[config.mk]
export PLATFORM = sky130hd
export DESIGN_NAME = proc_control_unit_flat
export DESIGN_NICKNAME = d
export VERILOG_FILES = /design/src/rtl/proc_ctrl_pkg.sv /design/src/rtl/proc_ctrl_if.sv /design/src/rtl/proc_control_unit.sv /design/src/flat_wrapper.sv
export SDC_FILE = /design/constraint.sdc
export NUM_CORES = 1
export LEC_CHECK = 0
export ABC_AREA = 1
export CORE_MARGIN = 5
export CORE_UTILIZATION = 25
export CTS_BUF_LIST = sky130_fd_sc_hd__clkbuf_8 sky130_fd_sc_hd__clkbuf_16
export CTS_CLUSTER_DIAMETER = 100
export DETAILED_ROUTE_END_ITERATION = 10
export PLACE_DENSITY = 0.71
export SLEW_MARGIN = 0
export SYNTH_ARGS = -nofsm -noshare
export SYNTH_HDL_FRONTEND = slang
export SYNTH_SLANG_ARGS = --single-unit
[constraint.sdc]
create_clock -name CLK -period 1.6 [get_ports CLK]
set_input_delay 0.32 -clock CLK [delete_from_list [all_inputs] [get_ports CLK]]
set_output_delay 0.32 -clock CLK [all_outputs]
set_load 0.01 [all_outputs]
[src/rtl/proc_ctrl_pkg.sv]
// Shared types for the processor control unit: state codes, opcodes,
// ALU select values and instruction-field positions.
package proc_ctrl_pkg;

    localparam int DAW_DEF    = 8;
    localparam int RAW_DEF    = 4;
    localparam int STATEW_DEF = 8;

    typedef enum logic [7:0] {
        ST_INIT   = 8'd0,
        ST_FETCH  = 8'd1,
        ST_DECODE = 8'd2,
        ST_LOADA  = 8'd3,
        ST_LOADB  = 8'd4,
        ST_STORE  = 8'd5,
        ST_ADD    = 8'd6,
        ST_SUB    = 8'd7,
        ST_HALT   = 8'd8,
        ST_JMPZ   = 8'd9
    } state_t;

    typedef enum logic [3:0] {
        OP_NOOP  = 4'h0,
        OP_STORE = 4'h1,
        OP_LOAD  = 4'h2,
        OP_ADD   = 4'h3,
        OP_SUB   = 4'h4,
        OP_HALT  = 4'h5,
        OP_JMPZ  = 4'h6
    } opcode_t;

    localparam logic [2:0] ALU_PASS = 3'b000;
    localparam logic [2:0] ALU_ADD  = 3'b001;
    localparam logic [2:0] ALU_SUB  = 3'b010;

    localparam int IR_OP_MSB    = 15;
    localparam int IR_OP_LSB    = 12;
    localparam int IR_DADDR_MSB = 11;
    localparam int IR_DADDR_LSB = 4;
    localparam int IR_RA_MSB    = 11;
    localparam int IR_RA_LSB    = 8;
    localparam int IR_RB_MSB    = 7;
    localparam int IR_RB_LSB    = 4;
    localparam int IR_RW_MSB    = 3;
    localparam int IR_RW_LSB    = 0;

    function automatic opcode_t ir_opcode(input logic [15:0] ir);
        return opcode_t'(ir[IR_OP_MSB:IR_OP_LSB]);
    endfunction

endpackage

[src/rtl/proc_ctrl_if.sv]
// Control-unit <-> datapath bundle: instruction/status in, strobes and
// selects out, plus the state codes exported for the HEX debug display.
interface proc_ctrl_if #(
    parameter int DAW    = proc_ctrl_pkg::DAW_DEF,
    parameter int RAW    = proc_ctrl_pkg::RAW_DEF,
    parameter int STATEW = proc_ctrl_pkg::STATEW_DEF
) ();
    logic [15:0]     IR;
    logic            RF_Rp_zero;
    logic            PC_clr;
    logic            PC_up;
    logic            PC_ld;
    logic            IR_ld;
    logic [DAW-1:0]  D_addr;
    logic            D_wr;
    logic            RF_s;
    logic [RAW-1:0]  RF_W_addr;
    logic            RF_W_en;
    logic [RAW-1:0]  RF_Ra_addr;
    logic [RAW-1:0]  RF_Rb_addr;
    logic [2:0]      ALU_s0;
    logic [STATEW-1:0] State_Out;
    logic [STATEW-1:0] NextState_Out;

    modport master (
        input  IR, RF_Rp_zero,
        output PC_clr, PC_up, PC_ld, IR_ld, D_addr, D_wr, RF_s, RF_W_addr,
               RF_W_en, RF_Ra_addr, RF_Rb_addr, ALU_s0, State_Out, NextState_Out
    );

    modport slave (
        output IR, RF_Rp_zero,
        input  PC_clr, PC_up, PC_ld, IR_ld, D_addr, D_wr, RF_s, RF_W_addr,
               RF_W_en, RF_Ra_addr, RF_Rb_addr, ALU_s0, State_Out, NextState_Out
    );
endinterface

[src/rtl/proc_control_unit.sv]
// Moore sequencer for the 16-bit processor datapath; one instruction per 3-4 edges.
// Optional JMPZ instruction is enabled by defining PROC_CTRL_JMPZ_EN.
//
// state  | meaning
// Init   | clear PC
// Fetch  | load IR, PC+1
// Decode | pick the execute state from the opcode
// LoadA  | present RAM address, wait out the read latency
// LoadB  | write RAM data into the register file
// Store  | write register to RAM
// Add    | Rd <= Ra + Rb
// Sub    | Rd <= Ra - Rb
// Halt   | idle until reset
// JmpZ   | PC += offset when Ra == 0
module proc_control_unit
    import proc_ctrl_pkg::*;
#(
    parameter int DAW    = DAW_DEF,
    parameter int RAW    = RAW_DEF,
    parameter int STATEW = STATEW_DEF
) (
    input  logic      CLK,
    input  logic      Reset,
    proc_ctrl_if.master bus
);

    state_t  state;
    state_t  state_nxt;
    opcode_t opcode;

    assign opcode = ir_opcode(bus.IR);

    always_ff @(posedge CLK) begin
        if (Reset) state <= ST_INIT;
        else       state <= state_nxt;
    end

    always_comb begin
        state_nxt      = state;
        bus.PC_clr     = 1'b0;
        bus.PC_up      = 1'b0;
        bus.PC_ld      = 1'b0;
        bus.IR_ld      = 1'b0;
        bus.D_addr     = '0;
        bus.D_wr       = 1'b0;
        bus.RF_s       = 1'b0;
        bus.RF_W_addr  = '0;
        bus.RF_W_en    = 1'b0;
        bus.RF_Ra_addr = '0;
        bus.RF_Rb_addr = '0;
        bus.ALU_s0     = ALU_PASS;

        unique case (state)
            ST_INIT: begin
                bus.PC_clr = 1'b1;
                state_nxt  = ST_FETCH;
            end
            ST_FETCH: begin
                bus.IR_ld = 1'b1;
                bus.PC_up = 1'b1;
                state_nxt = ST_DECODE;
            end
            ST_DECODE: begin
                case (opcode)
                    OP_STORE: state_nxt = ST_STORE;
                    OP_LOAD:  state_nxt = ST_LOADA;
                    OP_ADD:   state_nxt = ST_ADD;
                    OP_SUB:   state_nxt = ST_SUB;
                    OP_HALT:  state_nxt = ST_HALT;
`ifdef PROC_CTRL_JMPZ_EN
                    OP_JMPZ:  state_nxt = ST_JMPZ;
`endif
                    default:  state_nxt = ST_FETCH;
                endcase
            end
            // Address and write target are held across both load cycles so the
            // RAM output is stable when the write strobe fires in LoadB.
            ST_LOADA, ST_LOADB: begin
                bus.D_addr    = DAW'(bus.IR[IR_DADDR_MSB:IR_DADDR_LSB]);
                bus.RF_s      = 1'b1;
                bus.RF_W_addr = RAW'(bus.IR[IR_RW_MSB:IR_RW_LSB]);
                bus.RF_W_en   = (state == ST_LOADB);
                state_nxt     = (state == ST_LOADA) ? ST_LOADB : ST_FETCH;
            end
            ST_STORE: begin
                bus.D_addr     = DAW'(bus.IR[IR_DADDR_MSB:IR_DADDR_LSB]);
                bus.RF_Ra_addr = RAW'(bus.IR[IR_RW_MSB:IR_RW_LSB]);
                bus.ALU_s0     = ALU_PASS;
                bus.D_wr       = 1'b1;
                state_nxt      = ST_FETCH;
            end
            ST_ADD, ST_SUB: begin
                bus.RF_Ra_addr = RAW'(bus.IR[IR_RA_MSB:IR_RA_LSB]);
                bus.RF_Rb_addr = RAW'(bus.IR[IR_RB_MSB:IR_RB_LSB]);
                bus.RF_W_addr  = RAW'(bus.IR[IR_RW_MSB:IR_RW_LSB]);
                bus.RF_s       = 1'b0;
                bus.RF_W_en    = 1'b1;
                bus.ALU_s0     = (state == ST_ADD) ? ALU_ADD : ALU_SUB;
                state_nxt      = ST_FETCH;
            end
            ST_HALT: begin
                state_nxt = ST_HALT;
            end
            ST_JMPZ: begin
`ifdef PROC_CTRL_JMPZ_EN
                bus.RF_Ra_addr = RAW'(bus.IR[IR_RA_MSB:IR_RA_LSB]);
                bus.PC_ld      = bus.RF_Rp_zero;
`endif
                state_nxt = ST_FETCH;
            end
            default: begin
                state_nxt = ST_INIT;
            end
        endcase

        if (Reset) state_nxt = ST_INIT;
    end

`ifndef PROC_CTRL_JMPZ_EN
    logic unused_rp_zero;
    assign unused_rp_zero = bus.RF_Rp_zero;
`endif

    assign bus.State_Out     = STATEW'(state);
    assign bus.NextState_Out = STATEW'(state_nxt);

endmodule
[src/flat_wrapper.sv]
// flat-port wrapper written by rule: the top's interface ports become plain ports
module proc_control_unit_flat import proc_ctrl_pkg::*;
#(
    parameter int DAW    = DAW_DEF,
    parameter int RAW    = RAW_DEF,
    parameter int STATEW = STATEW_DEF
)
  (CLK, Reset, bus_IR, bus_RF_Rp_zero, bus_PC_clr, bus_PC_up, bus_PC_ld, bus_IR_ld, bus_D_addr, bus_D_wr, bus_RF_s, bus_RF_W_addr, bus_RF_W_en, bus_RF_Ra_addr, bus_RF_Rb_addr, bus_ALU_s0, bus_State_Out, bus_NextState_Out);
  proc_ctrl_if #(.DAW(DAW), .RAW(RAW), .STATEW(STATEW)) bus_i ();
  input  logic CLK;
  input  logic Reset;
  input wire logic [$bits(bus_i.IR)-1:0] bus_IR;
  input wire logic [$bits(bus_i.RF_Rp_zero)-1:0] bus_RF_Rp_zero;
  output wire logic [$bits(bus_i.PC_clr)-1:0] bus_PC_clr;
  output wire logic [$bits(bus_i.PC_up)-1:0] bus_PC_up;
  output wire logic [$bits(bus_i.PC_ld)-1:0] bus_PC_ld;
  output wire logic [$bits(bus_i.IR_ld)-1:0] bus_IR_ld;
  output wire logic [$bits(bus_i.D_addr)-1:0] bus_D_addr;
  output wire logic [$bits(bus_i.D_wr)-1:0] bus_D_wr;
  output wire logic [$bits(bus_i.RF_s)-1:0] bus_RF_s;
  output wire logic [$bits(bus_i.RF_W_addr)-1:0] bus_RF_W_addr;
  output wire logic [$bits(bus_i.RF_W_en)-1:0] bus_RF_W_en;
  output wire logic [$bits(bus_i.RF_Ra_addr)-1:0] bus_RF_Ra_addr;
  output wire logic [$bits(bus_i.RF_Rb_addr)-1:0] bus_RF_Rb_addr;
  output wire logic [$bits(bus_i.ALU_s0)-1:0] bus_ALU_s0;
  output wire logic [$bits(bus_i.State_Out)-1:0] bus_State_Out;
  output wire logic [$bits(bus_i.NextState_Out)-1:0] bus_NextState_Out;
  assign bus_i.IR = bus_IR;
  assign bus_i.RF_Rp_zero = bus_RF_Rp_zero;
  assign bus_PC_clr = bus_i.PC_clr;
  assign bus_PC_up = bus_i.PC_up;
  assign bus_PC_ld = bus_i.PC_ld;
  assign bus_IR_ld = bus_i.IR_ld;
  assign bus_D_addr = bus_i.D_addr;
  assign bus_D_wr = bus_i.D_wr;
  assign bus_RF_s = bus_i.RF_s;
  assign bus_RF_W_addr = bus_i.RF_W_addr;
  assign bus_RF_W_en = bus_i.RF_W_en;
  assign bus_RF_Ra_addr = bus_i.RF_Ra_addr;
  assign bus_RF_Rb_addr = bus_i.RF_Rb_addr;
  assign bus_ALU_s0 = bus_i.ALU_s0;
  assign bus_State_Out = bus_i.State_Out;
  assign bus_NextState_Out = bus_i.NextState_Out;
  proc_control_unit #(.DAW(DAW), .RAW(RAW), .STATEW(STATEW)) u_core (.CLK(CLK), .Reset(Reset), .bus(bus_i));
endmodule
==> flow_summary.ini, run 1 <==
[sta]
setup-violations-final = 12
fin_crit_sh_pct = 106
clock.fmax_ghz = 0.592
fin_skew_ps = 0.251
whs_ps = 716
fin_crit_ps = 1690
drv_slew = 0
rsz0062_at_grt = true
layout_setup_ws_ps = -90.6
hold_violations = 0

[yosys]
ys_types = 18
yosysTopAreaCell = nand2_1
ys_ff_latch = 4
async_flop_share_pct = 0
synth_top_cells_by_count = nand2_1 (27), inv_1 (23), nor2_1 (19)
synth-edff-count = 0
yosysWarnings = 0
synth_area_leaders = nand2_1 (18%), inv_1 (15%), buf_4 (14%), dfxtp_1 (14%), nor2_1 (12%)
ys_seq_area_share_pct = 14.0
synth_top_flop_cell = dfxtp_1
syn-instance-count = 110
syn_area_um2 = 572
syn-mean-instance-area_um2 = 5.20
netlist.area_leader.share_pct = 17.7
synth_most_common_cell = nand2_1

[critical_path]
timing.critical_path.buf_inv = 2
cp_max_fo = 4
cp.depth = 7
cp-startpoint = u_core.bus.State_Out[3]
cp_data_required_time_ps = 1280
r2r_cells = 7
critical_path.most_common_cell = nor2_4
critPathArrivalTime_ps = 1370
crit_path_end = bus_NextState_Out[0]
slowest_stage = dfxtp_4
crit_family = simple AND/OR/NAND/NOR gates
crit_chain = nor2_4 > nand2_4 > nor2_4 > buf_6 > nand2_2 > a21oi_2 > buf_2
slowest_delay_ps = 350
r2r_start = u_core.bus.State_Out[3]
crit_path_end_kind = output port
cp-start-kind = flip-flop
criticalPathCategory = reg -> out
r2r_setup_slack_ps = 310
reg2reg_to = u_core.bus.State_Out[3]

[layout]
multiInputGateArea_um2 = 470
final_util_pct = 64.2
drive_above_1_share_pct = 50.7
syn2layout_area_growth_pct = 146
num-fill-cells = 218
largest_register_ffs = 4
regArea_um2 = 95.1
finish.net_count = 222
diodes = 0

[floorplan]
fp-row-count = 17
ios = 65
die_area_um2 = 3340
initial_utilization_pct = 26.1
die_w_um = 57.8
core_region_area_um2 = 2190
die-height_um = 57.8

[power_and_ir_drop]
swShare_pct = 35.7
p_int_uw = 461
power_density_nw_per_um2 = 510
vdd_drop_max_v = 0.000410
p_leak_uw = 0.000863
p_clk_share_pct = 30.2
seqPwrFrac_pct = 16.6
power_frac_comb_pct = 53.2
power.switching_uw = 256

[placement]
place_hpwl_um = 1920
finalWeightedCongestion = 0.765
io_buffers = 53
pre_cts_ws_ps = -606

[route]
drc = 0
via_count = 972
ant_nets = 0
wl_um = 2630
wire_per_inst_um = 11.5
vias_per_cell = 4.24
drtIter0Drc = 19
dr.pass1.iters = 5

[worst_hold_path]
min_path_type = in -> reg

[outcome]
violations = setup timing
status = finished with violations

[clock_tree]
root_buffer = clkbuf_8
cts_tree = done
cts.sinks = 4
cts_buffers = 3
path_clk_slew_ps = 30
htreeDepth = 1
worstSkewPairLatency_ps = 220
cts_max_path_buffers = 2
cts_hold_buffers = 0

[global_routing]
grt_use_total_pct = 13.9
grt_pass1_wl_um = 3750
overflow = 0
antenna_found_initial = 0
grt_pass1_vias = 926
grt_max_degree = 8

[flow_run]
cap_violations = 0
worst reg2reg max path: cells and delay by family, from the launching register on:
family                 cells  cell delay, ps
AND/OR/NAND/NOR            4             480
flip-flops                 1             350
buffers and inverters      2             270
AO/OA/AOI/OAI              1             110
routing by layer:
metal / vias to the layer above / global-route usage [%] / share of wire [%] / routed length, um
li1: 497 / - / - / -
met1: 425 / 12.0 / 34 / 899
met2: 46 / 29.0 / 55 / 1450
met3: 4 / 4.01 / 9.3 / 243
met4: 0 / 5.30 / 1.2 / 32
met5: - / 0 / 0 / 0
placed cells by master (no fill, tap or decap), drive strengths merged:
cell type / count
dlygate4sd2: 5
clkdlybuf4s15: 1
o22ai: 2
clkdlybuf4s50: 15
buf: 69
nor3: 1
inv: 24
conb: 10
nor2: 21
a21oi: 8
dfxtp: 4
o21ai: 4
nand2: 27
nand3b: 3
nand3: 3
dlymetal6s2s: 1
clkbuf: 3
logic make-up (layout without fill, tap and decap cells):
family | Yosys count | after routing | share of synthesized area (%)
AND/OR/NAND/NOR | 55 | 55 | 40.7
buffers and inverters | 36 | 118 | 30.9
AO/OA/AOI/OAI | 14 | 14 | 13.8
flip-flops | 4 | 4 | 14.0
other | 1 | 10 | 0.656
timing repair:
| action | in CTS | in global routing |
|---|---|---|
| gates resized for setup | 158 | 21 |
| endpoints found under the setup margin | 33 | 24 |
| pin swaps | 8 | 6 |
| buffers inserted | 7 | 7 |
| gates cloned | 0 | 0 |
area by class of cell:
type,instances,share of cell area [%]
repair buffers,91,47.8
multi-input cells,79,33.5
flip-flops and latches,4,6.76
inverters,24,6.58
clock buffers,3,2.94
well taps,28,2.49
worst min path at each step:
stage,from,depth (start not counted),slack [ps],to
6_report,bus_IR[12],5,720,u_core.bus.State_Out[0]
5_1_grt,bus_IR[12],5,760,u_core.bus.State_Out[0]
4_1_cts,bus_IR[12],5,700,u_core.bus.State_Out[0]
3_5_place_dp,u_core.bus.State_Out[0],3,680,u_core.bus.State_Out[3]
3_3_place_gp,u_core.bus.State_Out[0],3,660,u_core.bus.State_Out[3]
2_1_floorplan,bus_IR[12],2,510,u_core.bus.State_Out[3]
metrics by stage:
step	setup TNS, ps	power [uW]	area [um^2]	std cells
2_1_floorplan	0	261	606	119
3_3_place_gp	-7680	444	1260	212
3_5_place_dp	-8310	451	1260	212
4_1_cts	-750	674	1350	222
5_1_grt	-1500	752	1410	229
6_report	-882	717	1410	229
power by group through the flow:
stage / registers [uW] / clock network [uW] / logic, uW
5_1_grt: 120 / 219 / 413
3_5_place_dp: 119 / 0 / 333
3_3_place_gp: 118 / 0 / 325
6_report: 119 / 216 / 382
2_1_floorplan: 123 / 0 / 138
4_1_cts: 117 / 215 / 341
Note: power is estimated with default switching activity, not from simulation.
==> run 2: changes to the inputs <==
--- a/config.mk
+++ b/config.mk
@@ -6,6 +6,7 @@
 export NUM_CORES = 1
 export LEC_CHECK = 0
 export ABC_AREA = 1
+export CAP_MARGIN = 10
 export CORE_MARGIN = 5
 export CORE_UTILIZATION = 25
 export CTS_BUF_LIST = sky130_fd_sc_hd__clkbuf_8 sky130_fd_sc_hd__clkbuf_16
==> results of run 2 <==
The final DEF is identical to that of run 1; final timing and power are the same.
